$ cat src/rtl/mips_defs_pkg.sv
// Shared MIPS opcode/funct encodings and the Tuse/Tnew timing encoding
// used by the stall-side hazard logic.
package mips_defs_pkg;

    localparam logic [5:0] SPECIAL = 6'h00;
    localparam logic [5:0] JAL     = 6'h03;
    localparam logic [5:0] BEQ     = 6'h04;
    localparam logic [5:0] BNE     = 6'h05;
    localparam logic [5:0] ADDIU   = 6'h09;
    localparam logic [5:0] ORI     = 6'h0d;
    localparam logic [5:0] LUI     = 6'h0f;
    localparam logic [5:0] LW      = 6'h23;
    localparam logic [5:0] SW      = 6'h2b;

    localparam logic [5:0] JR      = 6'h08;
    localparam logic [5:0] MFHI    = 6'h10;
    localparam logic [5:0] MTHI    = 6'h11;
    localparam logic [5:0] MFLO    = 6'h12;
    localparam logic [5:0] MTLO    = 6'h13;
    localparam logic [5:0] MULT    = 6'h18;
    localparam logic [5:0] MULTU   = 6'h19;
    localparam logic [5:0] DIV     = 6'h1a;
    localparam logic [5:0] DIVU    = 6'h1b;
    localparam logic [5:0] ADDU    = 6'h21;
    localparam logic [5:0] SUBU    = 6'h23;

    typedef logic [1:0] timing_t;

    localparam timing_t T0        = 2'd0;
    localparam timing_t T1        = 2'd1;
    localparam timing_t T2        = 2'd2;
    localparam timing_t TUSE_NONE = 2'd3;

    function automatic logic funct_is_mdu_start(input logic [5:0] funct);
        return (funct == MULT) || (funct == MULTU) || (funct == DIV) || (funct == DIVU);
    endfunction

endpackage

$ cat src/rtl/instr_timing_decode.sv
// Decodes one instruction into its operand-use times, result-ready times,
// register-write flag and MDU classification.
module instr_timing_decode
    import mips_defs_pkg::*;
(
    input  logic [31:0] instr,
    output timing_t     tuse_rs,
    output timing_t     tuse_rt,
    output timing_t     tnew_e,
    output timing_t     tnew_m,
    output logic        reg_we,
    output logic        is_mdu,
    output logic        is_mdu_start,
    output logic        mdu_is_div
);

    logic [5:0]  op;
    logic [5:0]  funct;
    logic [19:0] instr_unused;

    assign op           = instr[31:26];
    assign funct        = instr[5:0];
    assign instr_unused = instr[25:6];

    always_comb begin
        tuse_rs      = TUSE_NONE;
        tuse_rt      = TUSE_NONE;
        tnew_e       = T0;
        tnew_m       = T0;
        reg_we       = 1'b0;
        is_mdu       = 1'b0;
        is_mdu_start = 1'b0;
        mdu_is_div   = 1'b0;
        case (op)
            SPECIAL: begin
                case (funct)
                    ADDU, SUBU: begin
                        tuse_rs = T1;
                        tuse_rt = T1;
                        tnew_e  = T1;
                        reg_we  = 1'b1;
                    end
                    JR: tuse_rs = T0;
                    MULT, MULTU, DIV, DIVU: begin
                        tuse_rs      = T1;
                        tuse_rt      = T1;
                        is_mdu       = 1'b1;
                        is_mdu_start = funct_is_mdu_start(funct);
                        mdu_is_div   = (funct == DIV) || (funct == DIVU);
                    end
                    MTHI, MTLO: begin
                        tuse_rs = T1;
                        is_mdu  = 1'b1;
                    end
                    MFHI, MFLO: begin
                        tnew_e = T1;
                        reg_we = 1'b1;
                        is_mdu = 1'b1;
                    end
                    default: ;
                endcase
            end
            BEQ, BNE: begin
                tuse_rs = T0;
                tuse_rt = T0;
            end
            ADDIU, ORI: begin
                tuse_rs = T1;
                tnew_e  = T1;
                reg_we  = 1'b1;
            end
            LUI: begin
                tnew_e = T1;
                reg_we = 1'b1;
            end
            LW: begin
                tuse_rs = T1;
                tnew_e  = T2;
                tnew_m  = T1;
                reg_we  = 1'b1;
            end
            SW: begin
                tuse_rs = T1;
                tuse_rt = T2;
            end
            // jal writes $31 with the link address already known in E
            JAL: begin
                tnew_e = T0;
                reg_we = 1'b1;
            end
            default: ;
        endcase
    end

endmodule

$ cat src/rtl/hazard_stall_unit.sv
// Stall generator for the 5-stage core: Tuse/Tnew data-hazard stalls plus
// the MDU busy counter that holds MDU-class instructions in D.
module hazard_stall_unit
    import mips_defs_pkg::*;
#(
    parameter int MULT_CYCLES = 5,
    parameter int DIV_CYCLES  = 10,
    parameter int CNT_W       = 4
) (
    input  logic             clk,
    input  logic             reset,
    input  logic [31:0]      d_instr,
    input  logic [31:0]      e_instr,
    input  logic [31:0]      m_instr,
    input  logic [4:0]       e_a3,
    input  logic [4:0]       m_a3,
    output logic             stall,
    output logic             e_flush,
    output logic             mdu_busy,
    output logic [CNT_W-1:0] mdu_cnt
);

    localparam logic [CNT_W-1:0] MULT_LOAD = CNT_W'(MULT_CYCLES);
    localparam logic [CNT_W-1:0] DIV_LOAD  = CNT_W'(DIV_CYCLES);

    timing_t d_tuse_rs;
    timing_t d_tuse_rt;
    logic    d_is_mdu;
    timing_t d_unused_tnew_e;
    timing_t d_unused_tnew_m;
    logic    d_unused_we;
    logic    d_unused_start;
    logic    d_unused_div;

    timing_t e_tnew;
    logic    e_we;
    logic    mdu_start;
    logic    e_is_div;
    timing_t e_unused_tuse_rs;
    timing_t e_unused_tuse_rt;
    timing_t e_unused_tnew_m;
    logic    e_unused_mdu;

    timing_t m_tnew;
    logic    m_we;
    timing_t m_unused_tuse_rs;
    timing_t m_unused_tuse_rt;
    timing_t m_unused_tnew_e;
    logic    m_unused_mdu;
    logic    m_unused_start;
    logic    m_unused_div;

    instr_timing_decode u_dec_d (
        .instr        (d_instr),
        .tuse_rs      (d_tuse_rs),
        .tuse_rt      (d_tuse_rt),
        .tnew_e       (d_unused_tnew_e),
        .tnew_m       (d_unused_tnew_m),
        .reg_we       (d_unused_we),
        .is_mdu       (d_is_mdu),
        .is_mdu_start (d_unused_start),
        .mdu_is_div   (d_unused_div)
    );

    instr_timing_decode u_dec_e (
        .instr        (e_instr),
        .tuse_rs      (e_unused_tuse_rs),
        .tuse_rt      (e_unused_tuse_rt),
        .tnew_e       (e_tnew),
        .tnew_m       (e_unused_tnew_m),
        .reg_we       (e_we),
        .is_mdu       (e_unused_mdu),
        .is_mdu_start (mdu_start),
        .mdu_is_div   (e_is_div)
    );

    instr_timing_decode u_dec_m (
        .instr        (m_instr),
        .tuse_rs      (m_unused_tuse_rs),
        .tuse_rt      (m_unused_tuse_rt),
        .tnew_e       (m_unused_tnew_e),
        .tnew_m       (m_tnew),
        .reg_we       (m_we),
        .is_mdu       (m_unused_mdu),
        .is_mdu_start (m_unused_start),
        .mdu_is_div   (m_unused_div)
    );

    logic [4:0] src      [2];
    timing_t    tuse_src [2];
    logic [1:0] src_hit;

    assign src[0]      = d_instr[25:21];
    assign src[1]      = d_instr[20:16];
    assign tuse_src[0] = d_tuse_rs;
    assign tuse_src[1] = d_tuse_rt;

    // A source stalls only when its producer's result arrives after D needs it.
    genvar gi;
    generate
        for (gi = 0; gi < 2; gi++) begin : g_src
            assign src_hit[gi] = (src[gi] != 5'd0) &&
                (((src[gi] == e_a3) && e_we && (tuse_src[gi] < e_tnew)) ||
                 ((src[gi] == m_a3) && m_we && (tuse_src[gi] < m_tnew)));
        end
    endgenerate

    logic [CNT_W-1:0] mdu_cnt_reg;
    logic [CNT_W-1:0] mdu_cnt_next;

    always_comb begin
        mdu_cnt_next = mdu_cnt_reg;
        if (mdu_start) begin
            mdu_cnt_next = e_is_div ? DIV_LOAD : MULT_LOAD;
        end else if (mdu_cnt_reg != '0) begin
            mdu_cnt_next = mdu_cnt_reg - 1'b1;
        end
    end

    always_ff @(posedge clk or negedge reset) begin
        if (!reset) begin
            mdu_cnt_reg <= '0;
        end else begin
            mdu_cnt_reg <= mdu_cnt_next;
        end
    end

    logic stall_data;
    logic stall_mdu;

    assign stall_data = |src_hit;
    assign stall_mdu  = d_is_mdu && (mdu_busy || mdu_start);

    assign mdu_cnt  = mdu_cnt_reg;
    assign mdu_busy = (mdu_cnt_reg != '0);
    // Reset also masks the combinational stall so nothing freezes during reset.
    assign stall    = reset && (stall_data || stall_mdu);
    assign e_flush  = stall;

endmodule

$ cat config.mk
export PLATFORM = sky130hd
export DESIGN_NAME = hazard_stall_unit
export DESIGN_NICKNAME = d
export VERILOG_FILES = /design/src/rtl/mips_defs_pkg.sv /design/src/rtl/instr_timing_decode.sv /design/src/rtl/hazard_stall_unit.sv
export SDC_FILE = /design/constraint.sdc
export NUM_CORES = 1
export LEC_CHECK = 0
export CAP_MARGIN = 25
export CORE_ASPECT_RATIO = 0.8
export CORE_MARGIN = 2
export CORE_UTILIZATION = 22
export DETAILED_ROUTE_END_ITERATION = 10
export PLACE_DENSITY = 0.77
export SLEW_MARGIN = 20
export SYNTH_ARGS = -nofsm -noshare
export SYNTH_HDL_FRONTEND = slang
export SYNTH_SLANG_ARGS = --single-unit
$ cat constraint.sdc
create_clock -name clk -period 1.55 [get_ports clk]
set_input_delay 0.155 -clock clk [delete_from_list [all_inputs] [get_ports clk]]
set_output_delay 0.155 -clock clk [all_outputs]
set_load 0.005 [all_outputs]
# Word level (Yosys, flattened, before mapping)
# Index checks and enable logic that the tools add are counted.
# word_totals
regBits,4
mem_count,0
mem_bits_ro,0
ram_bits,0
latch_bits,0
in_bits,108
out_inout_bits,7
# op_classes
n_shift,0
n_lt_le_gt_ge,4
bitwise_logic,0
n_eq_ne,43
muxes,20
div,0
n_mul,0
addsub,1
n_reduce_logical,39
# op_table
op,n
"== test 6 x 5 -> 1 bit, second input constant",16
"== test 6 bit, second input constant",10
"== test 6 x 4 -> 1 bit, second input constant",9
== test 5 bit,4
zero test 6 bit,3
case mux 2 bit (3 select lines),3
OR reduction 4 bit,4
OR reduction 8 bit,2
"== test 6 x 2 -> 1 bit, second input constant",2
"== test 6 x 3 -> 1 bit, second input constant",2
logical AND 1 bit,12
two-way mux 4 bit,3
two-way mux 1 bit,10
nonzero test 5 bit,2
OR reduction 5 bit,2
logical OR 1 bit,8
less-than comparator 2 bit,4
OR reduction 6 bit,1
case mux 1 bit (2 select lines),2
case mux 2 bit (2 select lines),1
nonzero test 4 bit,1
OR reduction 2 bit,2
"subtractor 4 x 1 -> 4 bit, second input constant",1
OR reduction 3 bit,1
2 further kinds,2

# Longest topological paths before layout
# depth
ltp_word,11
depth_mapped,10
mapped_depth_nobuf,9

# Cells and area by module
# A second synthesis with hierarchy kept.
# hier_totals
cells_unflattened,215
area_unflattened_um2,1565.3
# modules_own_cells
mod,cells_each,seq_area_each_um2,n_inst,area_per_inst_um2
hazard_stall_unit,77,100.1,1,610.6
instr_timing_decode at u_dec_m,46,0.0,1,336.6
instr_timing_decode at u_dec_e,49,0.0,1,324.1
instr_timing_decode at u_dec_d,43,0.0,1,294.0

# Least setup slack after synthesis
# OpenSTA, ideal clock, no wires.
# synth_timing
path_type,in2out
start,input d_instr[27]
end,output stall
arrival_time_ns,1.521
path_slack_ns,-0.126
cell_stages,8
path_buffers,1
path_cell_list,nor4_2 nand2_1 o21bai_1 ha_1 a31oi_1 o21ai_0 nand4_1 buf_4
# synth_between
elab_chain_cells,10
elab_cells_between_ends,28
cone_classes,order compare: 4; eq/ne: 6; mux: 3; reduce/logical: 15
# synth_rtl
item,line,text
"start, declared",hazard_stall_unit.sv:12,"input logic [31:0] d_instr,"
== test 6 bit (tied with other cells),instr_timing_decode.sv:34,case (op)
OR reduction 4 bit (no source line) / OR reduction 2 bit (equally long branches),-,
case mux 2 bit (3 select lines),instr_timing_decode.sv:34,
less-than comparator 2 bit (on tied branches),"hazard_stall_unit.sv:103, hazard_stall_unit.sv:104",
logical AND 1 bit (on tied branches),"hazard_stall_unit.sv:103, hazard_stall_unit.sv:104",
logical OR 1 bit,hazard_stall_unit.sv:103,(((src[gi] == e_a3) && e_we && (tuse_src[gi] < e_tnew)) ||
logical AND 1 bit,hazard_stall_unit.sv:102,assign src_hit[gi] = (src[gi] != 5'd0) &&
OR reduction 2 bit,hazard_stall_unit.sv:131,assign stall_data = |src_hit;
logical OR 1 bit (*),hazard_stall_unit.sv:137,assign stall = reset && (stall_data || stall_mdu);
logical AND 1 bit (*),hazard_stall_unit.sv:137,
"end, declared",hazard_stall_unit.sv:17,"output logic stall,"
# Mark *: on every way between the ends. The rest lies on a longest branch, timed or not.

# Worst setup path in the final report
# layout_timing
start,input d_instr[23]
end,output e_flush
# layout_between
elab_chain_cells,8
elab_cells_between_ends,12
cone_classes,eq/ne: 2; reduce/logical: 10
# layout_rtl
item,line,text
== test 5 bit (on tied branches),"hazard_stall_unit.sv:103, hazard_stall_unit.sv:104",
logical AND 1 bit (on tied branches) (2 in a row),"hazard_stall_unit.sv:103, hazard_stall_unit.sv:104",
logical OR 1 bit,hazard_stall_unit.sv:103,
logical AND 1 bit (*),hazard_stall_unit.sv:102,
OR reduction 2 bit (*),hazard_stall_unit.sv:131,
logical OR 1 bit (*),hazard_stall_unit.sv:137,
logical AND 1 bit (*),hazard_stall_unit.sv:137,
"end, declared",hazard_stall_unit.sv:18,"output logic e_flush,"
# Marked as above.

==> flow_metrics.env <==
export IMPL_totalWireLength_um=3390
export IMPL_min_path_cells=5
export IMPL_r2r_cells=8
export IMPL_yosys_warnings=0
export IMPL_violations="setup timing"
export IMPL_fin_setup_tns_ps=-763
export IMPL_cts_buffers=3
export IMPL_clk_path_buf_depth=2
export IMPL_design_area_um2=2040
export IMPL_synth_seq_area_share=0.119
export IMPL_n_antenna_cell=0
export IMPL_tightest_slew_ps=365
export IMPL_drt_first_pass_iters=4
export IMPL_ys_seq_elements=4
export IMPL_status="finished with violations"
export IMPL_fin_util=0.548
export IMPL_synth_simple_gate_area_share=0.340
export IMPL_ff2ff_setup_slack_ps=160
export IMPL_synth_compound_gate_area_share=0.207
export IMPL_placementRows=20
export IMPL_cts_tree="yes"
export IMPL_drc_errors=0
export IMPL_r2r_start="mdu_cnt[0]"
export IMPL_placed_area_um2=1830
export IMPL_ir_worst_vdd_uv=300
export IMPL_gp_congestion=0.819
export IMPL_regArea_um2=100
export IMPL_grt_pass1_vias=1249
export IMPL_insertion_delay_ps=210
export IMPL_synth_top_family_by_area="simple AND/OR/NAND/NOR gates"
export IMPL_synth_edff_count=0
export IMPL_layout_commonest_cell="buf_4"
export IMPL_num_fill_cells=336
export IMPL_ant_nets=0
export IMPL_yosys_area_share_xor_xnor=0.230
export IMPL_hp_start="e_instr[26]"
export IMPL_syn_inst=112
export IMPL_cts_max_level=1
export IMPL_path_class="input pin to output port"
export IMPL_cp_startpoint="d_instr[23]"
export IMPL_cp_data_required_time_ps=1390
export IMPL_vias=1261
export IMPL_hold_violations=0
export IMPL_yosys_cell_types_count=36
export IMPL_drt_vias_per_instance=4.71
export IMPL_power_density_nw_per_um2=639
export IMPL_maxCapViolCount=0
export IMPL_grt_first_pass_wirelength_um=5210
export IMPL_core_um2=3730
export IMPL_synth_fp_nets=224
export IMPL_fp_dieH_um=59.2
export IMPL_largest_register_ffs=4
export IMPL_ios=115
export IMPL_slew_headroom=0.757
export IMPL_multi_input_area_um2=898
export IMPL_die_area_um2=4320
export IMPL_synthArstFlopShare=1.00
export IMPL_cts_sinks=4
export IMPL_dp_hpwl_um=2700
export IMPL_end_kind="output port"
export IMPL_setup_viol=2
export IMPL_max_freq_mhz=517
export IMPL_cts_root_buffer="clkbuf_8"
export IMPL_fin_nets=338
export IMPL_grt_max_degree=6
export IMPL_start_util=0.225
export IMPL_muxShareOfSynthArea=0.0119
export IMPL_rsz0062_at_grt="true"
export IMPL_min_path_type="input pin to register"
export IMPL_numPortBuffers=58
export IMPL_drive_gt1_frac=0.424
export IMPL_cts_clk_slew_worst_paths_ps=30
export IMPL_dieWidth_um=73.0
export IMPL_place_inst=259
export IMPL_power_mw=1.31
export IMPL_finalWorstSetupSlack_ps=-383
export IMPL_r2r_end="mdu_cnt[1]"
export IMPL_synth_area_um2=838
export IMPL_post_route_period_util=1.25
export IMPL_cp_data_arrival_time_ps=1780
export IMPL_grt_overflow=0
export IMPL_synth_fa_ha_area_frac=0.0597
export IMPL_min_to="mdu_cnt[1]"
export IMPL_wl_per_cell_um=12.7
export IMPL_areaGrowthSynthToFinish_pct=144
export IMPL_final_cell_mix="buf_4, clkdlybuf4s50_1, xnor2_1"
export IMPL_antenna_found_initial=0
export IMPL_syn_avg_cell_area_um2=7.48
export IMPL_fin_skew_ps=0.0505
export IMPL_cp_max_fo=2
export IMPL_period_needed_ps=1930
export IMPL_slew_violations=0
export IMPL_synth_ff_type="dfrtp_1"
export IMPL_track_usage=0.154
export IMPL_fin_cells=268
export IMPL_cp_start_kind="input pin"
export IMPL_leakage_nw=0.948
export IMPL_drt_iter0_drc=30
## layer usage
metal  share of wire  vias to the layer above  GRT usage
li1                -                      651          -
met1            0.43                      574      0.191
met2            0.51                       32      0.283
met3           0.043                        4     0.0102
met4           0.012                        0     0.0503
met5               0                        -          0
## kinds of logic (layout without fill, tap and decap cells)
family,after synthesis,after routing
and+or+nand+nor,48,48
AOI/OAI and AO/OA,27,27
xor gates and xnor gates,22,22
DFF,4,4
buffers and inverters,6,118
adders and majority gates,4,4
muxes,1,1
## power by group
part           internal, mW  switching (mW)
Combinational         0.565           0.340
Sequential            0.163          0.0286
Clock                 0.165          0.0441
## how the worst max path moves through the flow
stage	to	slack, ps	cells past startpoint
after floorplan	stall	-30	6
final	e_flush	-380	7
after CTS	e_flush	-410	8
after detailed placement	e_flush	-1070	9
after global placement	stall	-1030	9
after global routing	stall	-460	10
## Yosys cell counts (3+ instances only)
library cell | n | area share
inv_1 | 5 | 0.022
dfrtp_1 | 4 | 0.12
ha_1 | 4 | 0.060
nand4_1 | 5 | 0.037
nor3_1 | 3 | 0.018
nand2_1 | 4 | 0.018
nand3_1 | 3 | 0.018
nor2_1 | 10 | 0.045
or4_1 | 5 | 0.045
nor4_1 | 4 | 0.030
o21ai_0 | 5 | 0.030
a211oi_1 | 3 | 0.027
xor2_1 | 7 | 0.073
a21oi_1 | 6 | 0.036
xnor2_1 | 15 | 0.16
## stage by stage
stage          hold WS, ps  setup slack, ps
4_1_cts                587             -412
5_1_grt                595             -458
3_5_place_dp           478            -1070
6_report               566             -383
2_1_floorplan         -141            -29.0
3_3_place_gp           488            -1030
## final cells by class
cell class                      instances  share of cell area
Tap cell                               44              0.0270
Clock buffer                            3              0.0202
Sequential cell                         4              0.0490
Timing Repair Buffer                  110               0.455
Multi-Input combinational cell        102               0.440
Inverter                                5             0.00919
## timing repair
| item | 4_1_cts | 5_1_grt |
|---|---|---|
| buffers inserted | 3 | 2 |
| hold endpoints to repair | 4 | 0 |
| hold buffers | 1 | 0 |
| setup endpoints to repair | 6 | 7 |
| gates resized for setup | 80 | 34 |
| pin swaps | 24 | 21 |
## worst max-delay path, stage by stage
cell and delay, ps:
clkdlybuf4s50_1 420, or4_4 520, o21ai_2 180, nor4_1 90, a21oi_1 130, nand4_1 130
buf_2 150
No activity file was read; power rests on OpenSTA's default activity.
